<file path="config.mk">
export PLATFORM = sky130hd
export DESIGN_NAME = id_ex_stage
export DESIGN_NICKNAME = d
export VERILOG_FILES = /design/src/rtl/cpu_pkg.sv /design/src/rtl/hazard_detect.sv /design/src/rtl/id_ex_stage.sv
export SDC_FILE = /design/constraint.sdc
export NUM_CORES = 1
export LEC_CHECK = 0
export CORE_MARGIN = 5
export CORE_UTILIZATION = 44
export CTS_CLUSTER_SIZE = 20
export DETAILED_ROUTE_END_ITERATION = 8
export HOLD_SLACK_MARGIN = 0.12
export PLACE_DENSITY = 0.95
export SLEW_MARGIN = 20
export SYNTH_ARGS = -nofsm -noshare
export SYNTH_HDL_FRONTEND = slang
export SYNTH_HIERARCHICAL = 1
export SYNTH_SLANG_ARGS = --single-unit
</file>
<file path="constraint.sdc">
create_clock -name clk -period 4.4 [get_ports clk]
set_input_delay 1.1 -clock clk [delete_from_list [all_inputs] [get_ports clk]]
set_output_delay 1.1 -clock clk [all_outputs]
set_load 0.02 [all_outputs]
</file>
<file path="src/rtl/cpu_pkg.sv">
// Shared CPU pipeline definitions: default widths, ID/EX sequencing states and
// the control bundle that travels from ID into EX.
package cpu_pkg;

   localparam int XLEN_DEFAULT  = 32;
   localparam int CNT_W_DEFAULT = 16;

   typedef enum logic {
      RUN    = 1'b0,
      BUBBLE = 1'b1
   } idex_state_e;

   typedef struct packed {
      logic       valid;
      logic       ru_wr;
      logic       dm_rd;
      logic       dm_wr;
      logic [3:0] alu_op;
   } idex_ctrl_t;

   // A bubble is a slot that neither writes anything nor touches memory.
   function automatic idex_ctrl_t ctrl_bubble();
      return '0;
   endfunction

endpackage

</file>
<file path="src/rtl/hazard_detect.sv">
// Load-use hazard detection: the instruction in EX is a load whose destination
// is read by the instruction currently in ID.
module hazard_detect (
   input  logic       valid_ex,
   input  logic       ld_ex,
   input  logic       wr_ex,
   input  logic [4:0] rd_ex,
   input  logic [4:0] rs1_id,
   input  logic [4:0] rs2_id,
   input  logic       use_rs1_id,
   input  logic       use_rs2_id,
   output logic       load_use
);

   logic rs1_hit;
   logic rs2_hit;

   assign rs1_hit  = use_rs1_id && (rs1_id == rd_ex);
   assign rs2_hit  = use_rs2_id && (rs2_id == rd_ex);
   // x0 never carries a real result, so a load into it cannot create a hazard.
   assign load_use = valid_ex && ld_ex && wr_ex && (rd_ex != 5'd0) && (rs1_hit || rs2_hit);

endmodule

</file>
<file path="src/rtl/id_ex_stage.sv">
// ID/EX pipeline register with flush, external hold, load-use bubble insertion
// and saturating stall/flush event counters.
module id_ex_stage
   import cpu_pkg::*;
#(
   parameter int XLEN  = XLEN_DEFAULT,
   parameter int CNT_W = CNT_W_DEFAULT
) (
   input  logic             clk,
   input  logic             rst_n,
   input  logic             valid_id,
   input  logic [XLEN-1:0]  pc_id,
   input  logic [XLEN-1:0]  imm_id,
   input  logic [XLEN-1:0]  ru_rs1_id,
   input  logic [XLEN-1:0]  ru_rs2_id,
   input  logic [4:0]       rs1_id,
   input  logic [4:0]       rs2_id,
   input  logic [4:0]       rd_id,
   input  logic             use_rs1_id,
   input  logic             use_rs2_id,
   input  logic             RUWr_id,
   input  logic             DMRd_id,
   input  logic             DMWr_id,
   input  logic [3:0]       alu_op_id,
   input  logic             flush_ex,
   input  logic             hold,
   output logic [XLEN-1:0]  pc_ex,
   output logic [XLEN-1:0]  imm_ex,
   output logic [XLEN-1:0]  ru_rs1_ex,
   output logic [XLEN-1:0]  ru_rs2_ex,
   output logic [4:0]       rs1_ex,
   output logic [4:0]       rs2_ex,
   output logic [4:0]       rd_ex,
   output logic             RUWr_ex,
   output logic             DMRd_ex,
   output logic             DMWr_ex,
   output logic             valid_ex,
   output logic [3:0]       alu_op_ex,
   output logic             stall_if_id,
   output logic [CNT_W-1:0] stall_cnt,
   output logic [CNT_W-1:0] flush_cnt
);

   idex_state_e state;
   idex_ctrl_t  ctrl_ex;
   idex_ctrl_t  ctrl_id;
   logic        load_use;
   logic        clear;

   hazard_detect u_hazard (
      .valid_ex   (ctrl_ex.valid),
      .ld_ex      (ctrl_ex.dm_rd),
      .wr_ex      (ctrl_ex.ru_wr),
      .rd_ex      (rd_ex),
      .rs1_id     (rs1_id),
      .rs2_id     (rs2_id),
      .use_rs1_id (use_rs1_id),
      .use_rs2_id (use_rs2_id),
      .load_use   (load_use)
   );

   // In BUBBLE the EX slot is empty, so the state gate only makes that explicit.
   assign stall_if_id = load_use && (state == RUN) && !flush_ex && !hold;
   assign clear       = !rst_n || flush_ex || stall_if_id;

   always_comb begin
      ctrl_id        = ctrl_bubble();
      ctrl_id.valid  = valid_id;
      ctrl_id.ru_wr  = valid_id && RUWr_id && (rd_id != 5'd0);
      ctrl_id.dm_rd  = valid_id && DMRd_id;
      ctrl_id.dm_wr  = valid_id && DMWr_id;
      ctrl_id.alu_op = alu_op_id;
   end

   always_ff @(posedge clk) begin
      if (clear) begin
         pc_ex     <= '0;
         imm_ex    <= '0;
         ru_rs1_ex <= '0;
         ru_rs2_ex <= '0;
         rs1_ex    <= '0;
         rs2_ex    <= '0;
         rd_ex     <= '0;
         ctrl_ex   <= ctrl_bubble();
      end else if (!hold) begin
         pc_ex     <= pc_id;
         imm_ex    <= imm_id;
         ru_rs1_ex <= ru_rs1_id;
         ru_rs2_ex <= ru_rs2_id;
         rs1_ex    <= rs1_id;
         rs2_ex    <= rs2_id;
         rd_ex     <= rd_id;
         ctrl_ex   <= ctrl_id;
      end
   end

   // Sequencing state and event counters; a flush outranks a coincident load-use.
   always_ff @(posedge clk) begin
      if (!rst_n) begin
         state     <= RUN;
         stall_cnt <= '0;
         flush_cnt <= '0;
      end else if (flush_ex) begin
         state     <= RUN;
         flush_cnt <= (flush_cnt == '1) ? flush_cnt : flush_cnt + 1'b1;
      end else if (!hold) begin
         if (stall_if_id) begin
            state     <= BUBBLE;
            stall_cnt <= (stall_cnt == '1) ? stall_cnt : stall_cnt + 1'b1;
         end else begin
            state <= RUN;
         end
      end
   end

   assign valid_ex  = ctrl_ex.valid;
   assign RUWr_ex   = ctrl_ex.ru_wr;
   assign DMRd_ex   = ctrl_ex.dm_rd;
   assign DMWr_ex   = ctrl_ex.dm_wr;
   assign alu_op_ex = ctrl_ex.alu_op;

endmodule

</file>
-- Yosys cells after proc, flatten, opt, wreduce, memory -nomap -nowiden
Cells that the tools add are included.
- add/subtract/negate cells: 2
- $mul: 0
- divide/modulo/power cells: 0
- $lt $le $gt $ge: 0
- eq/ne operators: 4
- shift-type cells: 0
- muxes and demuxes: 1
- bitwise operators: 6
- reductions and logical operators: 24
- operator list (kind ; number):
    adder 16 x 1 -> 16 bit (second input constant) ; 2
    == test 16 bit (second input constant) ; 2
    logical AND 1 bit ; 13
    == test 5 bit ; 2
    nonzero test 5 bit ; 2
    inverter 1 bit ; 6
    AND reduction 4 bit ; 1
    logical NOT 1 bit ; 3
    logical OR 1 bit ; 3
    AND reduction 2 bit ; 1
    OR reduction 2 bit ; 1
    2-to-1 mux 1 bit ; 1
- bits in registers: 184
- latch bits: 0
- RAM bits: 0
- bits in read-only memories: 0
- input port bits: 157
- output and inout port bits: 184
- memories kept: 0

-- Longest topological paths before layout
- word-level depth: 8
- gate-level depth with buffers: 10

-- Hierarchy
Netlist, hierarchy kept.
- by module, submodules not included (module ; times used ; cells each ; area an instance (um^2)):
    id_ex_stage ; 1 ; 686 ; 6981.7
    hazard_detect ; 1 ; 17 ; 131.4

-- Worst setup path after synthesis
OpenSTA, ideal clock, no wires.
- path kind: input-to-output
- from: input port rs1_id[0]
- to: output port stall_if_id
- arrival time: 2.207 ns
- required time: 3.300 ns
- path slack: 1.093 ns
- stages: 6
- buffers on the path: 1
- cells stage by stage: xor2_1 nor4_1 nand3_1 a21oi_1 nor4b_4 buf_6
- word-level cells in the longest chain between the ends: 7
- ends and longest elaborated chain (item ; line ; RTL):
    start, declared ; id_ex_stage.sv:16 ; input logic [4:0] rs1_id,
    == test 5 bit ; hazard_detect.sv:18 ; assign rs1_hit = use_rs1_id && (rs1_id == rd_ex);
    logical AND 1 bit ; hazard_detect.sv:18 ;
    logical OR 1 bit ; hazard_detect.sv:21 ; assign load_use = valid_ex && ld_ex && wr_ex && (rd_ex != 5'd0) && (rs1_hit || rs2_hit);
    logical AND 1 bit ; hazard_detect.sv:21 ;
    net load_use ; id_ex_stage.sv:47 ; logic load_use;
    logical AND 1 bit (3 in series) ; id_ex_stage.sv:63 ; assign stall_if_id = load_use && (state == RUN) && !flush_ex && !hold;
    end, declared ; id_ex_stage.sv:39 ; output logic stall_if_id,
The timed path passes the listed nets, and every way through them passes these cells.

-- Worst setup path after layout
- from: input port rs1_id[4]
- to: output port stall_if_id
Same word-level chain as after synthesis.

==> results.yml <==
status:
  status: "finished, final reports clean"
power_and_ir_drop:
  leakagePower_nw: 4.477
  finalPower_mw: 3.730
  vdd_drop_max_uv: 281.1
  powerDensity_nw_per_um2: 331.0
layout:
  num_antenna_cells: 0
  fillers: 1132
  drive_gt1_share_pct: 4.693
  finalNetCount: 1190
  syn_to_final_growth_pct: 58.45
  seqCellArea_um2: 3684
  fin_util_pct: 70.95
  multi_input_area_um2: 3222
sta:
  grt_setup_unrepaired: "no"
  period_share_pct: 95.51
  setup_violations: 0
  fin_hold_ws_ns: 0.4939
  min_period_ns: 4.202
  hold_viol_final: 0
  fmax_mhz: 238.0
  slew_viol_final: 0
  tightest_slew_ns: 1.096
  slew_headroom_pct: 26.93
  setup_slack_ns: 0.1977
  skew_ns: 0.01386
drt:
  antenna_left: 0
  num_vias: 6480
  dr.pass1.iters: 5
  wl_per_cell_um: 18.38
  drtIter0Drc: 357
  drc_errors: 0
  vias_per_cell: 5.143
  routed_wl_um: 23160
worst_setup_path:
  cp.depth: 8
  slowest_delay_ns: 0.46
  start_kind: "input pin"
  end_kind: "output pin"
  cp_data_required_time_ns: 3.30
  rr_startpoint: "rd_ex[0]"
  r2r_end: "stall_cnt[13]"
  cpLargestDelayFamily: "buffers and inverters"
  critPathCapture: "stall_if_id"
  r2r.worst_path.cells: 10
  worstPathArrival_ns: 3.10
  crit_start: "rs1_id[4]"
  slowest_stage: "clkdlybuf4s50_1"
  path_buf_inv: 3
  worstPathCellList: "clkdlybuf4s50_1, xor2_1, nor4_1, nand3_1, a21oi_1, buf_4, nor4b_4, clkbuf_2"
  critPathMaxFanout: 2
  path_class: "input pin to output pin"
  r2r_setup_slack_ns: 1.55
yosys:
  synth-edff-count: 0
  async_reset_ff_share_pct: 0
  synthDistinctLibCells: 46
  synthesis.area_um2: 7113
  ys_seq_area_share_pct: 51.79
  yosys_warnings: 6
  synth_fp_nets: 862
  synth_common_cells: "dfxtp_1, nor2_1, mux2i_1"
  yosys-top-cells-area: "dfxtp_1, mux2i_1, nor2_1"
  yosysTopAreaCellShare_pct: 51.79
  synth_flop_cell: "dfxtp_1"
  avgSynthCellArea_um2: 10.12
  synth_top_area_cell: "dfxtp_1"
  ys_ff_latch: 184
  synth_most_common_cell: "dfxtp_1"
  synthCells: 703
clocking:
  cts.sinks: 184
  cts_buffers: 17
  root_buffer: "clkbuf_16"
  clockBufferDepth: 2
  htreeDepth: 4
  path_clk_slew_ns: 0.06
  cts_tree: "built"
  cts_setup_buffers: 0
  worstSkewPairLatency_ns: 0.42
global_routing:
  antenna_found_initial: 0
  grt_pass1_vias: 6512
  overflow: 0
  grt_max_degree: 81
  grt_pass1_wl_um: 34930
  track_usage_pct: 23.79
run:
  max_cap_viol_count: 0
place:
  pre_cts_ws_ns: -0.1785
  dp_hpwl_um: 17480
  gp_congestion: 0.8220
  io_buffers: 340
die:
  fp.dieW_um: 137.1
  start_util_pct: 44.78
  core-area_um2: 15890
  rows: 46
  boundaryPins: 341
  die_area_um2: 18810
  die_h_um: 137.1
min_path:
  hp-class: "flop to flop"
[per-layer routing]
layer	vias to the layer above	global-route usage, %	part of all wire (%)
met5	-	0	0
met4	0	8.703	2.6
met3	39	5.882	6.3
met2	220	42.59	53
met1	3095	27.34	38
li1	3126	-	-
[timing repair]
action | in CTS | in global routing
resized for setup | 1 | 2
cloned | 0 | 0
setup endpoints to repair | 1 | 1
hold buffers | 0 | 0
[sequential cells by signal, indices dropped and copies added, names as in the netlist, 4 cells and up]
| signal | cells |
|---|---|
| rd_ex | 5 |
| ru_rs2_ex | 32 |
| alu_op_ex | 4 |
| ru_rs1_ex | 32 |
| stall_cnt | 16 |
| rs1_ex | 5 |
| rs2_ex | 5 |
| flush_cnt | 16 |
| pc_ex | 32 |
| imm_ex | 32 |
[where the power goes]
| group | leakage (nW) | total, mW | switching [mW] | internal (mW) |
|---|---|---|---|---|
| Combinational | 2.70 | 0.494 | 0.215 | 0.279 |
| Sequential | 1.50 | 1.74 | 0.0284 | 1.71 |
| Clock | 0.280 | 1.50 | 0.651 | 0.844 |
| Total | 4.48 | 3.73 | 0.895 | 2.84 |
[area by class of cell]
cell class / instances / area share [%]
clock inverter: 13 / 1.288
clock buffer: 19 / 3.841
inverter: 6 / 0.1998
sequential: 184 / 32.68
timing repair buffer: 349 / 31.01
multi-input combinational: 473 / 28.59
tap: 216 / 2.398
[placed cells by master (no fill, tap or decap), types with 3 or more instances in the layout]
cell type        instances
a21oi_1                 26
and4_1                   4
buf_4                    7
clkbuf_16               17
clkdlybuf4s50_1        338
clkinv_2                 3
clkinv_4                 3
dfxtp_1                184
inv_1                    6
mux2i_1                153
nand2_1                 16
nand2b_1                 4
nand3_1                 13
nand4_1                  8
nor2_1                 154
nor2b_1                  3
nor3_1                   7
nor4_1                   3
o21ai_0                  7
o31ai_1                 13
or3_1                    5
or4_1                   15
xor2_1                   8
[stage by stage]
| step | TNS, ns | instances | cell area [um2] |
|---|---|---|---|
| after CTS | 0 | 1260 | 11270 |
| after global placement | -0.1829 | 1228 | 10700 |
| after floorplan | 0 | 703 | 7113 |
| after global routing | 0 | 1260 | 11270 |
| after detailed placement | -0.1785 | 1228 | 10700 |
| final | 0 | 1260 | 11270 |
[logic make-up after synthesis]
group / after synthesis / synth area share (%)
simple gates: 247 / 16.69
flops: 184 / 51.79
mux: 153 / 21.53
compound gates: 61 / 5.418
buf+inv: 46 / 2.990
xor+xnor: 10 / 1.231
fa+ha+maj: 2 / 0.3517
[tightest hold or removal path, cell delays in order (launching register included)]
cell and delay (ns):
dfxtp_1 0.32, mux2i_1 0.07, nor2_1 0.07
[how the worst min path moves through the flow]
stage                     depth (start not counted)     startpoint       endpoint
after floorplan                                   2        RUWr_ex        RUWr_ex
after global placement                            2   ru_rs2_ex[0]   ru_rs2_ex[0]
after detailed placement                          2  stall_cnt[15]  stall_cnt[15]
after CTS                                         2  stall_cnt[15]  stall_cnt[15]
after global routing                              2  stall_cnt[15]  stall_cnt[15]
final                                             2      rs2_ex[3]      rs2_ex[3]
Note: power is estimated with default switching activity, not from simulation.
